==> config.mk <==
export PLATFORM = sky130hd
export DESIGN_NAME = spi_sd_init_seq
export DESIGN_NICKNAME = d
export VERILOG_FILES = /design/src/rtl/spi_sd_init_seq.sv
export SDC_FILE = /design/constraint.sdc
export NUM_CORES = 1
export LEC_CHECK = 0
export CAP_MARGIN = 10
export CORE_MARGIN = 1.5
export CORE_UTILIZATION = 42
export CTS_CLUSTER_SIZE = 8
export DETAILED_ROUTE_END_ITERATION = 8
export PLACE_DENSITY = 0.83
export SYNTH_ARGS = -nofsm -noshare
export SYNTH_HDL_FRONTEND = slang
export SYNTH_SLANG_ARGS = --single-unit
==> constraint.sdc <==
create_clock -name spi_clk_i -period 2.95 [get_ports spi_clk_i]
set_input_delay 0.4425 -clock spi_clk_i [delete_from_list [all_inputs] [get_ports spi_clk_i]]
set_output_delay 0.4425 -clock spi_clk_i [all_outputs]
set_load 0.05 [all_outputs]
==> src/rtl/spi_sd_init_seq.sv <==
// SD card SPI-mode initialisation sequencer: CMD0, CMD8, CMD55/ACMD41 polling and,
// when SPI_SEQ_CMD58_EN is defined, a CMD58 OCR read that reports card capacity status.
module spi_sd_init_seq #(
  parameter int ACMD41_MAX = 255,
  parameter int GAP_CYCLES = 16
) (
  input  logic        spi_clk_i,
  input  logic        spi_rst_i,
  input  logic        seq_start_i,
  output logic        seq_busy_o,
  output logic        seq_ready_o,
  output logic        seq_error_o,
  output logic [2:0]  err_code_o,
  output logic        ccs_o,
  output logic        spi_start_o,
  output logic [47:0] transmission_data_o,
  output logic [1:0]  clock_divider_o,
  output logic        spi_sendenb_o,
  output logic        spi_fbo_o,
  input  logic        spi_done_i,
  input  logic [79:0] received_data_i
);

  localparam int CNT_W = (ACMD41_MAX < 2) ? 1 : $clog2(ACMD41_MAX + 1);
  localparam int GAP_W = (GAP_CYCLES < 2) ? 1 : $clog2(GAP_CYCLES + 1);

  localparam logic [47:0] FRAME_CMD0   = 48'h4000_0000_0095;
  localparam logic [47:0] FRAME_CMD8   = 48'h4800_0001_AA87;
  localparam logic [47:0] FRAME_CMD55  = 48'h7700_0000_0001;
  localparam logic [47:0] FRAME_ACMD41 = 48'h6940_0000_0001;
  localparam logic [47:0] FRAME_CMD58  = 48'h7A00_0000_0001;

  localparam logic [2:0] ERR_NONE    = 3'd0;
  localparam logic [2:0] ERR_CMD0    = 3'd1;
  localparam logic [2:0] ERR_CMD8    = 3'd2;
  localparam logic [2:0] ERR_CMD55   = 3'd3;
  localparam logic [2:0] ERR_TIMEOUT = 3'd4;
  localparam logic [2:0] ERR_ACMD41  = 3'd5;
  localparam logic [2:0] ERR_CMD58   = 3'd6;

  typedef enum logic [2:0] {
    S_IDLE, S_ISSUE, S_WAIT, S_CHECK, S_GAP, S_READY, S_ERROR
  } state_e;

  typedef enum logic [2:0] {
    C_CMD0, C_CMD8, C_CMD55, C_ACMD41, C_CMD58
  } cmd_e;

  function automatic logic [47:0] frame_of(input cmd_e c);
    case (c)
      C_CMD0:   frame_of = FRAME_CMD0;
      C_CMD8:   frame_of = FRAME_CMD8;
      C_CMD55:  frame_of = FRAME_CMD55;
      C_ACMD41: frame_of = FRAME_ACMD41;
      C_CMD58:  frame_of = FRAME_CMD58;
      default:  frame_of = FRAME_CMD0;
    endcase
  endfunction

  state_e             state_q, state_d;
  cmd_e               cmd_q, cmd_d;
  logic [CNT_W-1:0]   acmd_cnt_q, acmd_cnt_d;
  logic [GAP_W-1:0]   gap_cnt_q, gap_cnt_d;
  logic               done_q;
  logic [7:0]         r1_q, r1_d;
  logic [31:0]        pay_q, pay_d;
  logic               busy_q, busy_d;
  logic               ready_q, ready_d;
  logic               error_q, error_d;
  logic [2:0]         err_code_q, err_code_d;
  logic               ccs_q, ccs_d;
  logic               start_q, start_d;
  logic [47:0]        tx_q, tx_d;
  logic [1:0]         div_q, div_d;
  logic               sendenb_q, sendenb_d;

  logic               done_rise;
  logic [2:0]         fail;
  logic               fin;
  cmd_e               adv;

  // Upper response bits and unneeded payload bits are deliberately ignored.
  logic unused_rx;
  assign unused_rx = ^{received_data_i[79:40], pay_q};

  always_comb begin
    state_d    = state_q;
    cmd_d      = cmd_q;
    acmd_cnt_d = acmd_cnt_q;
    gap_cnt_d  = gap_cnt_q;
    r1_d       = r1_q;
    pay_d      = pay_q;
    err_code_d = err_code_q;
    ccs_d      = ccs_q;
    tx_d       = tx_q;
    fail       = ERR_NONE;
    fin        = 1'b0;
    adv        = cmd_q;
    done_rise  = spi_done_i & ~done_q;

    unique case (state_q)
      S_IDLE, S_READY, S_ERROR: begin
        if (seq_start_i) begin
          state_d    = S_ISSUE;
          cmd_d      = C_CMD0;
          acmd_cnt_d = '0;
          err_code_d = ERR_NONE;
          ccs_d      = 1'b0;
        end
      end
      S_ISSUE: state_d = S_WAIT;
      S_WAIT: begin
        // Only a fresh 0->1 transition of done counts; a level left high is stale.
        if (done_rise) begin
          r1_d    = received_data_i[39:32];
          pay_d   = received_data_i[31:0];
          state_d = S_CHECK;
        end
      end
      S_CHECK: begin
        case (cmd_q)
          C_CMD0: begin
            if (r1_q != 8'h01) fail = ERR_CMD0;
            else adv = C_CMD8;
          end
          C_CMD8: begin
            if (r1_q != 8'h01 || pay_q[11:0] != 12'h1AA) fail = ERR_CMD8;
            else adv = C_CMD55;
          end
          C_CMD55: begin
            if (r1_q[7:1] != 7'd0) fail = ERR_CMD55;
            else adv = C_ACMD41;
          end
          C_ACMD41: begin
            if (r1_q == 8'h00) begin
`ifdef SPI_SEQ_CMD58_EN
              adv = C_CMD58;
`else
              fin = 1'b1;
`endif
            end else if (r1_q == 8'h01) begin
              acmd_cnt_d = acmd_cnt_q + 1'b1;
              if (int'(acmd_cnt_q) + 1 >= ACMD41_MAX) fail = ERR_TIMEOUT;
              else adv = C_CMD55;
            end else begin
              fail = ERR_ACMD41;
            end
          end
`ifdef SPI_SEQ_CMD58_EN
          C_CMD58: begin
            if (r1_q != 8'h00) fail = ERR_CMD58;
            else begin
              fin   = 1'b1;
              ccs_d = pay_q[30];
            end
          end
`endif
          default: fin = 1'b1;
        endcase

        if (fail != ERR_NONE) begin
          state_d    = S_ERROR;
          err_code_d = fail;
        end else if (fin) begin
          state_d = S_READY;
        end else begin
          state_d   = S_GAP;
          cmd_d     = adv;
          gap_cnt_d = '0;
        end
      end
      S_GAP: begin
        // The engine must also have dropped done before the next command starts.
        if (int'(gap_cnt_q) + 1 < GAP_CYCLES) gap_cnt_d = gap_cnt_q + 1'b1;
        else if (!spi_done_i) state_d = S_ISSUE;
      end
      default: state_d = S_IDLE;
    endcase

    busy_d    = state_d inside {S_ISSUE, S_WAIT, S_CHECK, S_GAP};
    start_d   = state_d inside {S_ISSUE, S_WAIT};
    sendenb_d = busy_d;
    ready_d   = (state_d == S_READY);
    error_d   = (state_d == S_ERROR);
    div_d     = (state_d == S_READY) ? 2'b00 : 2'b11;
    if (state_d == S_ISSUE) tx_d = frame_of(cmd_d);
  end

  always_ff @(posedge spi_clk_i or negedge spi_rst_i) begin
    if (!spi_rst_i) begin
      state_q    <= S_IDLE;
      cmd_q      <= C_CMD0;
      acmd_cnt_q <= '0;
      gap_cnt_q  <= '0;
      done_q     <= 1'b0;
      r1_q       <= '0;
      pay_q      <= '0;
      busy_q     <= 1'b0;
      ready_q    <= 1'b0;
      error_q    <= 1'b0;
      err_code_q <= ERR_NONE;
      ccs_q      <= 1'b0;
      start_q    <= 1'b0;
      tx_q       <= '0;
      div_q      <= 2'b11;
      sendenb_q  <= 1'b0;
    end else begin
      state_q    <= state_d;
      cmd_q      <= cmd_d;
      acmd_cnt_q <= acmd_cnt_d;
      gap_cnt_q  <= gap_cnt_d;
      done_q     <= spi_done_i;
      r1_q       <= r1_d;
      pay_q      <= pay_d;
      busy_q     <= busy_d;
      ready_q    <= ready_d;
      error_q    <= error_d;
      err_code_q <= err_code_d;
      ccs_q      <= ccs_d;
      start_q    <= start_d;
      tx_q       <= tx_d;
      div_q      <= div_d;
      sendenb_q  <= sendenb_d;
    end
  end

  assign seq_busy_o          = busy_q;
  assign seq_ready_o         = ready_q;
  assign seq_error_o         = error_q;
  assign err_code_o          = err_code_q;
  assign ccs_o               = ccs_q;
  assign spi_start_o         = start_q;
  assign transmission_data_o = tx_q;
  assign clock_divider_o     = div_q;
  assign spi_sendenb_o       = sendenb_q;
  assign spi_fbo_o           = 1'b0;

endmodule

* Word-level counts from Yosys, hierarchy flattened
Index checks and enable logic that the tools add are counted.
Word-level totals: word-level logic and storage cells 111, flip-flop bits (word level) 97
Cells by class: mux-type cells 43, bitwise logic cells 2, $add $sub $neg 4, order comparisons 2, equal/unequal tests 30, reduce and logical (&&, ||, !) cells 16
Operators with widths (count):
- $pmux W46 S4 | 1
- $mux W3 | 19
- $mux W8 | 4
- $eq A3 B2 Y1 const B | 8
- $pmux W3 S4 | 2
- $eq A3 B3 Y1 const B | 7
- $pmux W8 S2 | 1
- $mux W5 | 3
- $pmux W3 S5 | 1
- $ne A2 B2 Y1 const B | 7
- $eq A3 B1 Y1 const B | 4
- $ne A12 B9 Y1 const B | 1
- $pmux W3 S2 | 2
- $pmux W5 S2 | 1
- $add A8 B1 Y9 const B | 1
- $ge A9 B8 Y1 const B | 1
- $add A8 B1 Y8 const B | 1
- $eq A8 B1 Y1 const B | 1
- $logic_not A8 Y1 | 1
- $mux W2 | 4
- $ne A8 B1 Y1 const B | 1
- $reduce_bool A7 Y1 | 1
- $add A5 B1 Y6 const B | 1
- $logic_not A3 Y1 | 2
- other kinds (16) | 22

* Longest topological paths before layout
depth in word-level cells 12, gate-level depth with buffers 11

* Worst setup path after synthesis
No wires, ideal clock.
kind reg-to-reg, start point reg gap_cnt_q[0], end point reg tx_q[38], in the netlist transmission_data_o[38], path buffers 1, stages on the path, launching flop included 9, arrival 2152 ps, setup slack 702 ps, period minus slack after synthesis 2248 ps, library setup time 96 ps, path through dfrtp_1 > ha_1 > and3_1 > a2111oi_0 > o22ai_1 > inv_1 > o211ai_2 > buf_2 > o31ai_1
Between the ends: cells in the longest elaborated chain, start to end 5
Ends and longest elaborated chain:
- from (decl) | line 63 | logic [GAP_W-1:0] gap_cnt_q, gap_cnt_d;
- from (signal assigned) | line 211 | gap_cnt_q <= gap_cnt_d;
- $add A5 B1 Y6 | line 174 | if (int'(gap_cnt_q) + 1 < GAP_CYCLES) gap_cnt_d = gap_cnt_q + 1'b1;
- $lt A6 B5 Y1 | line 174
- $mux W3 | line 174
- $pmux W3 S5 | line 101 | unique case (state_q)
- via state_d[2] | line 60 | state_e state_q, state_d;
- $eq A3 B1 Y1 | line 186 | if (state_d == S_ISSUE) tx_d = frame_of(cmd_d);
- to (signal assigned) | line 221 | tx_q <= tx_d;
- to (decl) | line 73 | logic [47:0] tx_q, tx_d;
The timed path passes the listed nets, and every way through them passes these cells. A chain may end at the register's enable or synchronous reset.

==> impl_metrics.toml <==
[floorplan]
die_h_um = 90.3
core_area_um2 = 7290
dieWidth_um = 90.3
die_area_um2 = 8150
num_rows = 31
start_util = 0.439
io_pins = 144

[detailed_routing]
postRouteAntennaNets = 0
drt-pass1-iter-count = 5
viasPerCell = 5.14
detail_route.wirelength_um = 6190
route.detailed.drc = 0
via_count = 2376
wl_per_cell_um = 13.4
drt_iter0_drc = 210

[critical_path]
path_max_fanout = 20
cp.required_ns = 3.18
crit_arrival_ns = 2.93
worstSetupStartpoint = "r1_q[7]"
path_class = "flip-flop to flip-flop"
setup.worst_path.start_class = "flip-flop"
end_kind = "flip-flop"
r2r_start = "r1_q[7]"
worstReg2RegEnd = "pay_q[10]"
worstRegToRegCells = 8
reg2reg_slack_ns = 0.25

[global_route]
grt_first_pass_wirelength_um = 10500
antenna_found_initial = 0
grt_usage = 0.163
grt_pass1_vias = 2248
grt_overflow = 0
grt_max_degree = 59

[sta]
setup_viol = 0
hold_ws_ns = 0.0873
fin_skew_ns = 0.00899
fmax_mhz = 371
tightestPinTransition_ns = 0.567
period_share = 0.915
final_max_slew_viol_count = 0
hold_viol = 0
fin_tns_setup_ns = 0
fin_crit_ns = 2.70
rsz0062_at_grt = "no"
maxSlewHeadroom = 0.612

[synthesis]
syn_avg_cell_area_um2 = 10.3
yosys.cell_types.count = 60
syn_area_um2 = 3200
synth_area_leader_cell = "dfrtp_1"
yosys_warnings = 0
synth_seq_cells = 58
yosysSeqAreaShare = 0.454
synth_ff_type = "dfrtp_1"
synth_top_area_frac = 0.446
synth-edff-count = 0
async_flop_share = 1.00
synthCells = 312
synth.area.top_cells = "dfrtp_1 45%, buf_4 11%, mux2_2 7.7%"

[cts]
tritoncts = "built"
cts.path.max_buffers = 2
htreeDepth = 3
clk_pin_slew_worst_paths_ns = 0.06
cts_buffers = 9
insertion_delay_ns = 0.35
cts_root_buf = "clkbuf_8"
cts.sinks = 58
postCtsHoldBufs = 0

[layout]
utilization = 0.525
antenna_cells = 0
layout-drive-gt1-share = 0.154
syn_to_final_growth_pct = 19.6
nets = 445
final_cells = 462

[min_path]
hp-class = "input pin to async pin"

[power]
powerDensity_nw_per_um2 = 1020
ir_worst_vdd_uv = 497
leakage_nw = 1.64

[placed_design]
hpwl_um = 4540
port_buffers = 51
placed_cells = 446
place_congestion = 0.913

[run]
maxCapViolations = 0

[run_status]
outcome = "complete, no violations"
-- stage by stage --
stage	power, W	setup WS, ns	cell area (um^2)
4_1_cts	0.00392	0.181	3810
6_report	0.00392	0.251	3830
3_5_place_dp	0.00320	0.206	3620
3_3_place_gp	0.00312	0.306	3620
2_1_floorplan	0.00280	0.702	3320
5_1_grt	0.00415	0.0757	3830
-- worst max path at each step --
stage	to	slack, ns	cells after the start
floorplan	transmission_data_o[38]	0.70	8
global placement	transmission_data_o[40]	0.31	8
detailed placement	pay_q[10]	0.21	8
CTS	pay_q[10]	0.18	8
global route	pay_q[10]	0.08	10
finish	pay_q[10]	0.25	8
-- power breakdown --
part | switching (W) | leakage, nW | internal [W]
Sequential | 0.000270 | 0.730 | 0.00109
Combinational | 0.00112 | 0.813 | 0.000733
Clock | 0.000318 | 0.0933 | 0.000388
Total | 0.00171 | 1.64 | 0.00221
-- layout make-up --
type,instances,area [um^2]
timing repair buffer,55,548
clock buffer,11,131
clock inverter,5,56.3
inverter,13,48.8
multi-input combinational,221,1470
tap,99,124
fill,662,3470
sequential,58,1450
-- layout by cell type, fill, tap and decap left out, types with 6 or more instances in the layout --
master,count
o31ai_1,9
nand2_1,21
a31oi_1,7
nor2_1,17
nand3_1,13
clkbuf_8,9
mux2_2,22
conb_1,32
inv_1,13
clkdlybuf4s50_1,50
a21oi_1,6
dfrtp_1,57
o21ai_0,16
-- worst max-delay path, cell delays in order, from the launching register on --
cell,delay (ns)
dfrtp_1,0.42
nor4_4,0.39
o211ai_1,0.25
a2111o_1,0.40
a21oi_2,0.25
nor2_2,0.11
nand2_1,0.09
buf_4,0.27
mux2_2,0.38
-- cells by family (layout without fill, tap and decap cells) --
family,after synthesis,after routing,synth area share
DFF,58,58,0.454
xor gates and xnor gates,4,4,0.0109
and+or+nand+nor,88,88,0.148
muxes,22,22,0.0774
buffers and inverters,64,84,0.130
other,1,32,0.00117
AOI/OAI and AO/OA,72,72,0.167
adders and majority gates,3,3,0.0117
-- layer usage --
metal  vias up  global-route usage  routed length [um]
met1      1148               0.198                2710
met5         -                   0                   0
met3        11              0.0572                 365
li1       1139                   -                   -
met4         0              0.0714                 118
met2        78               0.260                2990
-- timing repair --
action,CTS,global route
gates resized for setup,0,2
endpoints found under the setup margin,0,3
setup buffers,0,0
-- state kept, by name, indices dropped and copies added (netlist names) --
signal	cells
done_q	1
seq_error_o	1
clock_divider_o	1
seq_ready_o	1
transmission_data_o	10
state_q	3
acmd_cnt_q	8
cmd_q	3
spi_start_o	1
gap_cnt_q	5
err_code_o	3
pay_q	12
spi_sendenb_o	1
r1_q	8
-- synth_stat cells (2+ instances only) --
master     n
ha_1       3
a31oi_1    7
a21oi_1    6
dfrtp_1   57
o22ai_1    2
buf_2      5
a21boi_0   2
nand3_1   13
xnor2_1    4
nor4bb_1   3
nor4_1     2
o211ai_1   5
o21ai_0   16
nor3_1     3
inv_1     13
or2_2      4
and3_1     3
o21bai_1   2
o41ai_2    3
a22o_1     3
o21a_1     2
mux2_2    22
buf_4     45
nor2_1    17
nand2b_1   2
nor2b_1    3
nand2_1   21
nand3b_1   2
and2_1     3
o31ai_1    9
Power figures use the tool's default switching activity.
